### src/rtl/servo_pwm_pkg.sv
// servo_pwm_pkg: shared widths, saturation limits, FSM state type and
// saturating-increment helpers for the servo PWM capture block.
package servo_pwm_pkg;

    localparam int UI_W  = 12;   // pulse width counter / output width
    localparam int PER_W = 16;   // period counter / output width

    localparam logic [UI_W-1:0]  UI_MAX  = '1;
    localparam logic [PER_W-1:0] PER_MAX = '1;

    typedef enum logic [2:0] {
        ST_IDLE      = 3'd0,
        ST_ARM       = 3'd1,
        ST_WAIT_RISE = 3'd2,
        ST_HIGH      = 3'd3,
        ST_LOW       = 3'd4
    } state_t;

    function automatic logic [UI_W-1:0] sat_inc_ui(input logic [UI_W-1:0] v);
        return (v == UI_MAX) ? v : v + 1'b1;
    endfunction

    function automatic logic [PER_W-1:0] sat_inc_per(input logic [PER_W-1:0] v);
        return (v == PER_MAX) ? v : v + 1'b1;
    endfunction

endpackage

### src/rtl/servo_pwm_pin_sync.sv
// servo_pwm_pin_sync: 2-FF synchronizer for the asynchronous PWM pin, an
// optional glitch filter (build with SERVO_PWM_CAP_GLITCH_FILTER_EN), and
// rise/fall detection against a registered copy of the clean level.
// Pin edge to event: 3 clk unfiltered, 3+GLITCH_CLKS clk filtered.
module servo_pwm_pin_sync #(
    parameter int GLITCH_CLKS = 4
) (
    input  logic clk,
    input  logic rst_n,
    input  logic i_pin,
    output logic o_level,
    output logic o_rise,
    output logic o_fall
);

    logic r_meta;
    logic r_sync;
    logic r_prev;
    logic w_level;

    // Two-flop synchronizer on the raw pin.
    always_ff @(posedge clk or negedge rst_n) begin
        if (!rst_n) begin
            r_meta <= 1'b0;
            r_sync <= 1'b0;
        end else begin
            r_meta <= i_pin;
            r_sync <= r_meta;
        end
    end

`ifdef SERVO_PWM_CAP_GLITCH_FILTER_EN
    localparam int CNT_W = (GLITCH_CLKS > 1) ? $clog2(GLITCH_CLKS) : 1;
    localparam logic [CNT_W-1:0] CNT_LAST = CNT_W'(GLITCH_CLKS - 1);

    logic             r_filt;
    logic [CNT_W-1:0] r_cnt;

    // Accept a new level only after GLITCH_CLKS consecutive differing samples.
    always_ff @(posedge clk or negedge rst_n) begin
        if (!rst_n) begin
            r_filt <= 1'b0;
            r_cnt  <= '0;
        end else if (r_sync == r_filt) begin
            r_cnt  <= '0;
        end else if (r_cnt == CNT_LAST) begin
            r_filt <= r_sync;
            r_cnt  <= '0;
        end else begin
            r_cnt  <= r_cnt + 1'b1;
        end
    end

    assign w_level = r_filt;
`else
    // GLITCH_CLKS only shapes the filter; tie it off in the unfiltered build.
    logic w_unused_glitch;
    assign w_unused_glitch = (GLITCH_CLKS != 0);
    assign w_level         = r_sync;
`endif

    // Delayed copy of the clean level for edge detection.
    always_ff @(posedge clk or negedge rst_n) begin
        if (!rst_n) begin
            r_prev <= 1'b0;
        end else begin
            r_prev <= w_level;
        end
    end

    assign o_level = w_level;
    assign o_rise  = w_level & ~r_prev;
    assign o_fall  = ~w_level & r_prev;

endmodule

### src/rtl/servo_pwm_capture.sv
// servo_pwm_capture: measures high time and rise-to-rise period of a servo
// PWM signal in pulse_ui ticks. Define SERVO_PWM_CAP_GLITCH_FILTER_EN to
// enable the pin glitch filter. A frame is reported only once a complete
// rise-to-rise interval has been seen after arming on a low level.
module servo_pwm_capture
    import servo_pwm_pkg::*;
#(
    parameter int GLITCH_CLKS = 4,
    parameter int TIMEOUT_UI  = 40000
) (
    input  logic             clk,
    input  logic             rst_n,
    input  logic             cap_en,
    input  logic             pulse_ui,
    input  logic             pwm_pin,
    output logic             cap_active,
    output logic             cap_valid,
    output logic [UI_W-1:0]  cap_pulse_width_ui,
    output logic [PER_W-1:0] cap_period_ui,
    output logic             cap_timeout,
    output logic             cap_error,
    output state_t           o_dbg_state
);

    localparam logic [PER_W-1:0] TIMEOUT_V = PER_W'(TIMEOUT_UI);

    state_t           r_state;
    state_t           w_next_state;
    logic [UI_W-1:0]  r_width;
    logic [PER_W-1:0] r_period;
    logic [UI_W-1:0]  r_width_out;
    logic [PER_W-1:0] r_period_out;
    logic             r_valid;
    logic             r_timeout;
    logic             r_error;

    logic w_level;
    logic w_rise;
    logic w_fall;
    logic w_timeout_hit;
    logic w_clr_cnt;
    logic w_inc_width;
    logic w_inc_period;
    logic w_capture;
    logic w_set_timeout;
    logic w_clr_flags;

    servo_pwm_pin_sync #(
        .GLITCH_CLKS (GLITCH_CLKS)
    ) u_pin_sync (
        .clk     (clk),
        .rst_n   (rst_n),
        .i_pin   (pwm_pin),
        .o_level (w_level),
        .o_rise  (w_rise),
        .o_fall  (w_fall)
    );

    assign w_timeout_hit = (r_period >= TIMEOUT_V);

    // State register.
    always_ff @(posedge clk or negedge rst_n) begin
        if (!rst_n) begin
            r_state <= ST_IDLE;
        end else begin
            r_state <= w_next_state;
        end
    end

    // Next state and counter/flag controls; a rise beats a timeout.
    always_comb begin
        w_next_state  = r_state;
        w_clr_cnt     = 1'b0;
        w_inc_width   = 1'b0;
        w_inc_period  = 1'b0;
        w_capture     = 1'b0;
        w_set_timeout = 1'b0;
        w_clr_flags   = 1'b0;
        if (!cap_en) begin
            w_next_state = ST_IDLE;
            w_clr_cnt    = 1'b1;
            w_clr_flags  = 1'b1;
        end else begin
            case (r_state)
                ST_IDLE: w_next_state = ST_ARM;
                ST_ARM: begin
                    if (!w_level) w_next_state = ST_WAIT_RISE;
                end
                ST_WAIT_RISE: begin
                    if (w_rise) begin
                        w_next_state = ST_HIGH;
                        w_clr_cnt    = 1'b1;
                    end else if (w_timeout_hit) begin
                        w_next_state  = ST_ARM;
                        w_clr_cnt     = 1'b1;
                        w_set_timeout = 1'b1;
                    end else begin
                        w_inc_period = pulse_ui;
                    end
                end
                ST_HIGH: begin
                    if (w_timeout_hit) begin
                        w_next_state  = ST_ARM;
                        w_clr_cnt     = 1'b1;
                        w_set_timeout = 1'b1;
                    end else begin
                        w_inc_width  = pulse_ui;
                        w_inc_period = pulse_ui;
                        if (w_fall) w_next_state = ST_LOW;
                    end
                end
                ST_LOW: begin
                    if (w_rise) begin
                        w_next_state = ST_HIGH;
                        w_capture    = 1'b1;
                        w_clr_cnt    = 1'b1;
                    end else if (w_timeout_hit) begin
                        w_next_state  = ST_ARM;
                        w_clr_cnt     = 1'b1;
                        w_set_timeout = 1'b1;
                    end else begin
                        w_inc_period = pulse_ui;
                    end
                end
                default: w_next_state = ST_IDLE;
            endcase
        end
    end

    // Width and period counters.
    always_ff @(posedge clk or negedge rst_n) begin
        if (!rst_n) begin
            r_width  <= '0;
            r_period <= '0;
        end else if (w_clr_cnt) begin
            r_width  <= '0;
            r_period <= '0;
        end else begin
            if (w_inc_width)  r_width  <= sat_inc_ui(r_width);
            if (w_inc_period) r_period <= sat_inc_per(r_period);
        end
    end

    // Measurement outputs, valid strobe, timeout and sticky error flags.
    always_ff @(posedge clk or negedge rst_n) begin
        if (!rst_n) begin
            r_width_out  <= '0;
            r_period_out <= '0;
            r_valid      <= 1'b0;
            r_timeout    <= 1'b0;
            r_error      <= 1'b0;
        end else begin
            r_valid <= w_capture;
            if (w_capture) begin
                r_width_out  <= r_width;
                r_period_out <= r_period;
            end
            if (w_clr_flags) begin
                r_timeout <= 1'b0;
            end else if (w_set_timeout) begin
                r_timeout <= 1'b1;
            end else if (w_capture) begin
                r_timeout <= 1'b0;
            end
            if (w_clr_flags) begin
                r_error <= 1'b0;
            end else if ((r_width == UI_MAX) || (r_period == PER_MAX)) begin
                r_error <= 1'b1;
            end
        end
    end

    assign cap_active         = (r_state == ST_HIGH) || (r_state == ST_LOW);
    assign cap_valid          = r_valid;
    assign cap_pulse_width_ui = r_width_out;
    assign cap_period_ui      = r_period_out;
    assign cap_timeout        = r_timeout;
    assign cap_error          = r_error;
    assign o_dbg_state        = r_state;

endmodule

### config.mk
export PLATFORM = sky130hd
export DESIGN_NAME = servo_pwm_capture
export DESIGN_NICKNAME = d
export VERILOG_FILES = /design/src/rtl/servo_pwm_pkg.sv /design/src/rtl/servo_pwm_pin_sync.sv /design/src/rtl/servo_pwm_capture.sv
export SDC_FILE = /design/constraint.sdc
export NUM_CORES = 1
export LEC_CHECK = 0
export BUFFER_PORTS_ARGS = -buffer_cell sky130_fd_sc_hd__buf_2
export CELL_PAD_IN_SITES_DETAIL_PLACEMENT = 0
export CELL_PAD_IN_SITES_GLOBAL_PLACEMENT = 1
export CORE_ASPECT_RATIO = 0.5
export CORE_MARGIN = 1.5
export CORE_UTILIZATION = 45
export CTS_CLUSTER_SIZE = 10
export DETAILED_ROUTE_END_ITERATION = 12
export PLACE_DENSITY_LB_ADDON = 0.25
export SLEW_MARGIN = 10
export SYNTH_ARGS = -nofsm -noshare
export SYNTH_HDL_FRONTEND = slang
export SYNTH_SLANG_ARGS = --single-unit
### constraint.sdc
create_clock -name clk -period 2.85 [get_ports clk]
set_input_delay 0.1425 -clock clk [delete_from_list [all_inputs] [get_ports clk]]
set_output_delay 0.1425 -clock clk [all_outputs]
set_load 0.1 [all_outputs]
==> metrics.cfg <==
[outcome]
outcome=finished, final reports clean

[drt]
first_pass_iters=4
vias=2267
ant_nets=0
wirelength_um=6260
routedWlPerCell_um=15.0
drc=0
viasPerCell=5.44
drt-initial-drc-count=147

[synthesis]
avgSynthCellArea_um2=11.0
yosysWarnings=0
syn_inst=276
synth_area_um2=3030
synth_seq_area_share=0.537
ys_async_sr_fraction=1.00
synthTopCellsByArea=dfrtp_1 54%, mux2_2 10%, xnor2_1 5.5%
yosys.area.top_type_share=0.537
synth-seq-cells=65
synth_top_cell_by_area=dfrtp_1
synth.distinct_cells=39
ys.flop_type=dfrtp_1
synth_fp_nets=284
synth-edff-count=0

[setup_path]
crit_fanout=13
path_class=reg -> reg
end_kind=flip-flop
worstSetupStartpointType=flip-flop
arrival_ns=2.63
critPathRequiredTime_ns=3.10

[global_route]
grt_pass1_vias=2142
grt_max_degree=30
grt_pass1_wl_um=10400
antenna_found_initial=0
overflow=0
grtUsageTotal=0.191

[placement]
io_buffers=39
dp_worst_setup_slack_ns=0.501
dp_cells=399
place_congestion=0.812
dp_hpwl_um=4360

[clock_network]
clk_latency_ns=0.33
post_cts_buffers=0
cts_tree=done
clk_pin_slew_ns=0.06
cts_root_buf=clkbuf_16
cts_hold_buf=2
clock_path_buffers=2
cts_resized=0
cts_made_buffers=9
htreeDepth=3
clock-sinks=65

[timing]
timing.hold.ws_ns=0.122
clock.fmax_ghz=0.420
setup_viol=0
finalCriticalPeriod_ns=2.38
worst_pin_slew_ns=0.746
min_period_over_period=0.835
setup_tns_ns=0
rsz0062_at_grt=no
skew_ns=0.00659
hold_viol_final=0
slew_headroom=0.498
maxSlewViolCount=0
setup_slack_ns=0.470

[power_and_ir_drop]
power.share.sequential=0.394
combPwrFrac=0.052
p_sw_uw=498
vdd_drop_max_mv=0.319
powerDensity_nw_per_um2=644
p_int_uw=1900
netSwitchingFraction=0.208
p_leak_uw=0.00171
power.share.clock=0.554

[floorplan]
std_cell_rows=20
io_pins=40
core_um2=6280
start_util=0.482
die_w_um=119
die_area_um2=7270
die_y_um=61.0

[layout]
layout.nets=332
final_cell_count_no_fill=417
drive_gt1_frac=0.286
fin_util=0.593
fill_cells=535
area_delta_synth_final_pct=22.9
antenna_cells=0

[run]
cap_violations=0

[worst_hold_path]
hp-class=in -> reg

-- critical path, cell delays in order, from the launching register on --
cell and delay [ns]:
dfrtp_1 0.54, or3b_4 0.44, o32a_1 0.23, or2_1 0.38, or4_1 0.54, a21oi_1 0.16
-- sequential cells by signal, indices dropped and copies added, names as in the netlist --
signal and cells:
u_pin_sync.r_prev 1, r_period 16, cap_timeout 1, cap_period_ui 16, cap_valid 1, cap_pulse_width_ui 12
u_pin_sync.r_meta 1, o_dbg_state 3, r_width 12, cap_error 1, u_pin_sync.o_level 1
-- kinds of logic after synthesis --
family | Yosys count | share of synthesized area
AO/OA/AOI/OAI | 35 | 0.0764
XOR/XNOR | 19 | 0.0549
adder cells (fa/ha/maj) | 3 | 0.0124
buffers and inverters | 20 | 0.0301
flip-flops | 65 | 0.537
multiplexers | 29 | 0.107
AND/OR/NAND/NOR | 105 | 0.182
-- synth_stat cells, types with 2 or more instances --
library cell   n
and3_1         2
nor2b_1        3
buf_6          2
o32a_1         2
o21ai_0        7
or3_1          3
mux2_2        28
clkbuf_1       9
nor3b_1        3
ha_1           3
a21boi_0       2
a21oi_1        9
inv_1          7
nand2_1       12
nand4_1        7
o31a_1         2
and4_1         2
xnor2_1       19
nor4_1        13
nor3_1         5
nand3_1       15
nor4b_1        2
dfrtp_1       65
o31ai_1        5
o211ai_1       2
or4_1          4
nor2_1        31
-- cell type report --
cell class / count / area [um^2] / share of cell area
Timing Repair Buffer: 50 / 283 / 0.0759
Sequential cell: 65 / 1630 / 0.437
Inverter: 7 / 26.3 / 0.00706
Multi-Input combinational cell: 191 / 1320 / 0.354
Clock inverter: 6 / 130 / 0.0349
Clock buffer: 10 / 229 / 0.0615
Tap cell: 88 / 110 / 0.0296
-- layer usage --
metal | wire, um | track usage | up-vias
met2 | 2810 | 0.298 | 36
met1 | 3140 | 0.247 | 1116
li1 | - | - | 1111
met3 | 268 | 0.0843 | 4
met4 | 34 | 0.0585 | 0
met5 | 0 | 0 | -
-- path summary, 6_finish.rpt --
kind	startpoint	to	slack [ns]	depth (start not counted)
setup / recovery	o_dbg_state[2]	r_period[12]	0.47	5
hold / removal	cap_en	cap_error	0.12	2
setup reg to reg	o_dbg_state[2]	r_period[12]	0.47	5
hold reg to reg	u_pin_sync.r_meta	u_pin_sync.o_level	0.37	0
max in group asynchronous	rst_n	cap_error	1.78	3
min in group asynchronous	rst_n	r_period[3]	0.37	2
-- placed cells by master (no fill, tap or decap), drive strengths merged, types with 4 or more instances in the layout --
cell / Yosys / layout
xnor2: 19 / 19
nand2: 12 / 12
o21ai: 8 / 8
nor2: 31 / 31
a21oi: 9 / 9
nand3: 15 / 15
dfrtp: 65 / 65
or4: 4 / 4
o31ai: 5 / 5
clkbuf: 9 / 10
nor3: 5 / 5
buf: 4 / 48
inv: 7 / 7
nand4: 7 / 7
mux2: 28 / 28
nor4: 13 / 13
bufinv: 0 / 4
-- power by group through the flow --
stage / Sequential (uW) / Combinational (uW) / Clock (uW)
3_5_place_dp: 961 / 124 / 0
6_report: 945 / 124 / 1330
2_1_floorplan: 982 / 58.4 / 0
5_1_grt: 946 / 136 / 1410
3_3_place_gp: 960 / 122 / 0
4_1_cts: 945 / 126 / 1350
-- stage by stage --
| step | power (uW) | cell area (um^2) |
|---|---|---|
| after global placement | 1080 | 3340 |
| after detailed placement | 1080 | 3340 |
| after global routing | 2500 | 3720 |
| final | 2400 | 3720 |
| after CTS | 2420 | 3720 |
| after floorplan | 1040 | 3030 |
No activity file was read; power rests on OpenSTA's default activity.
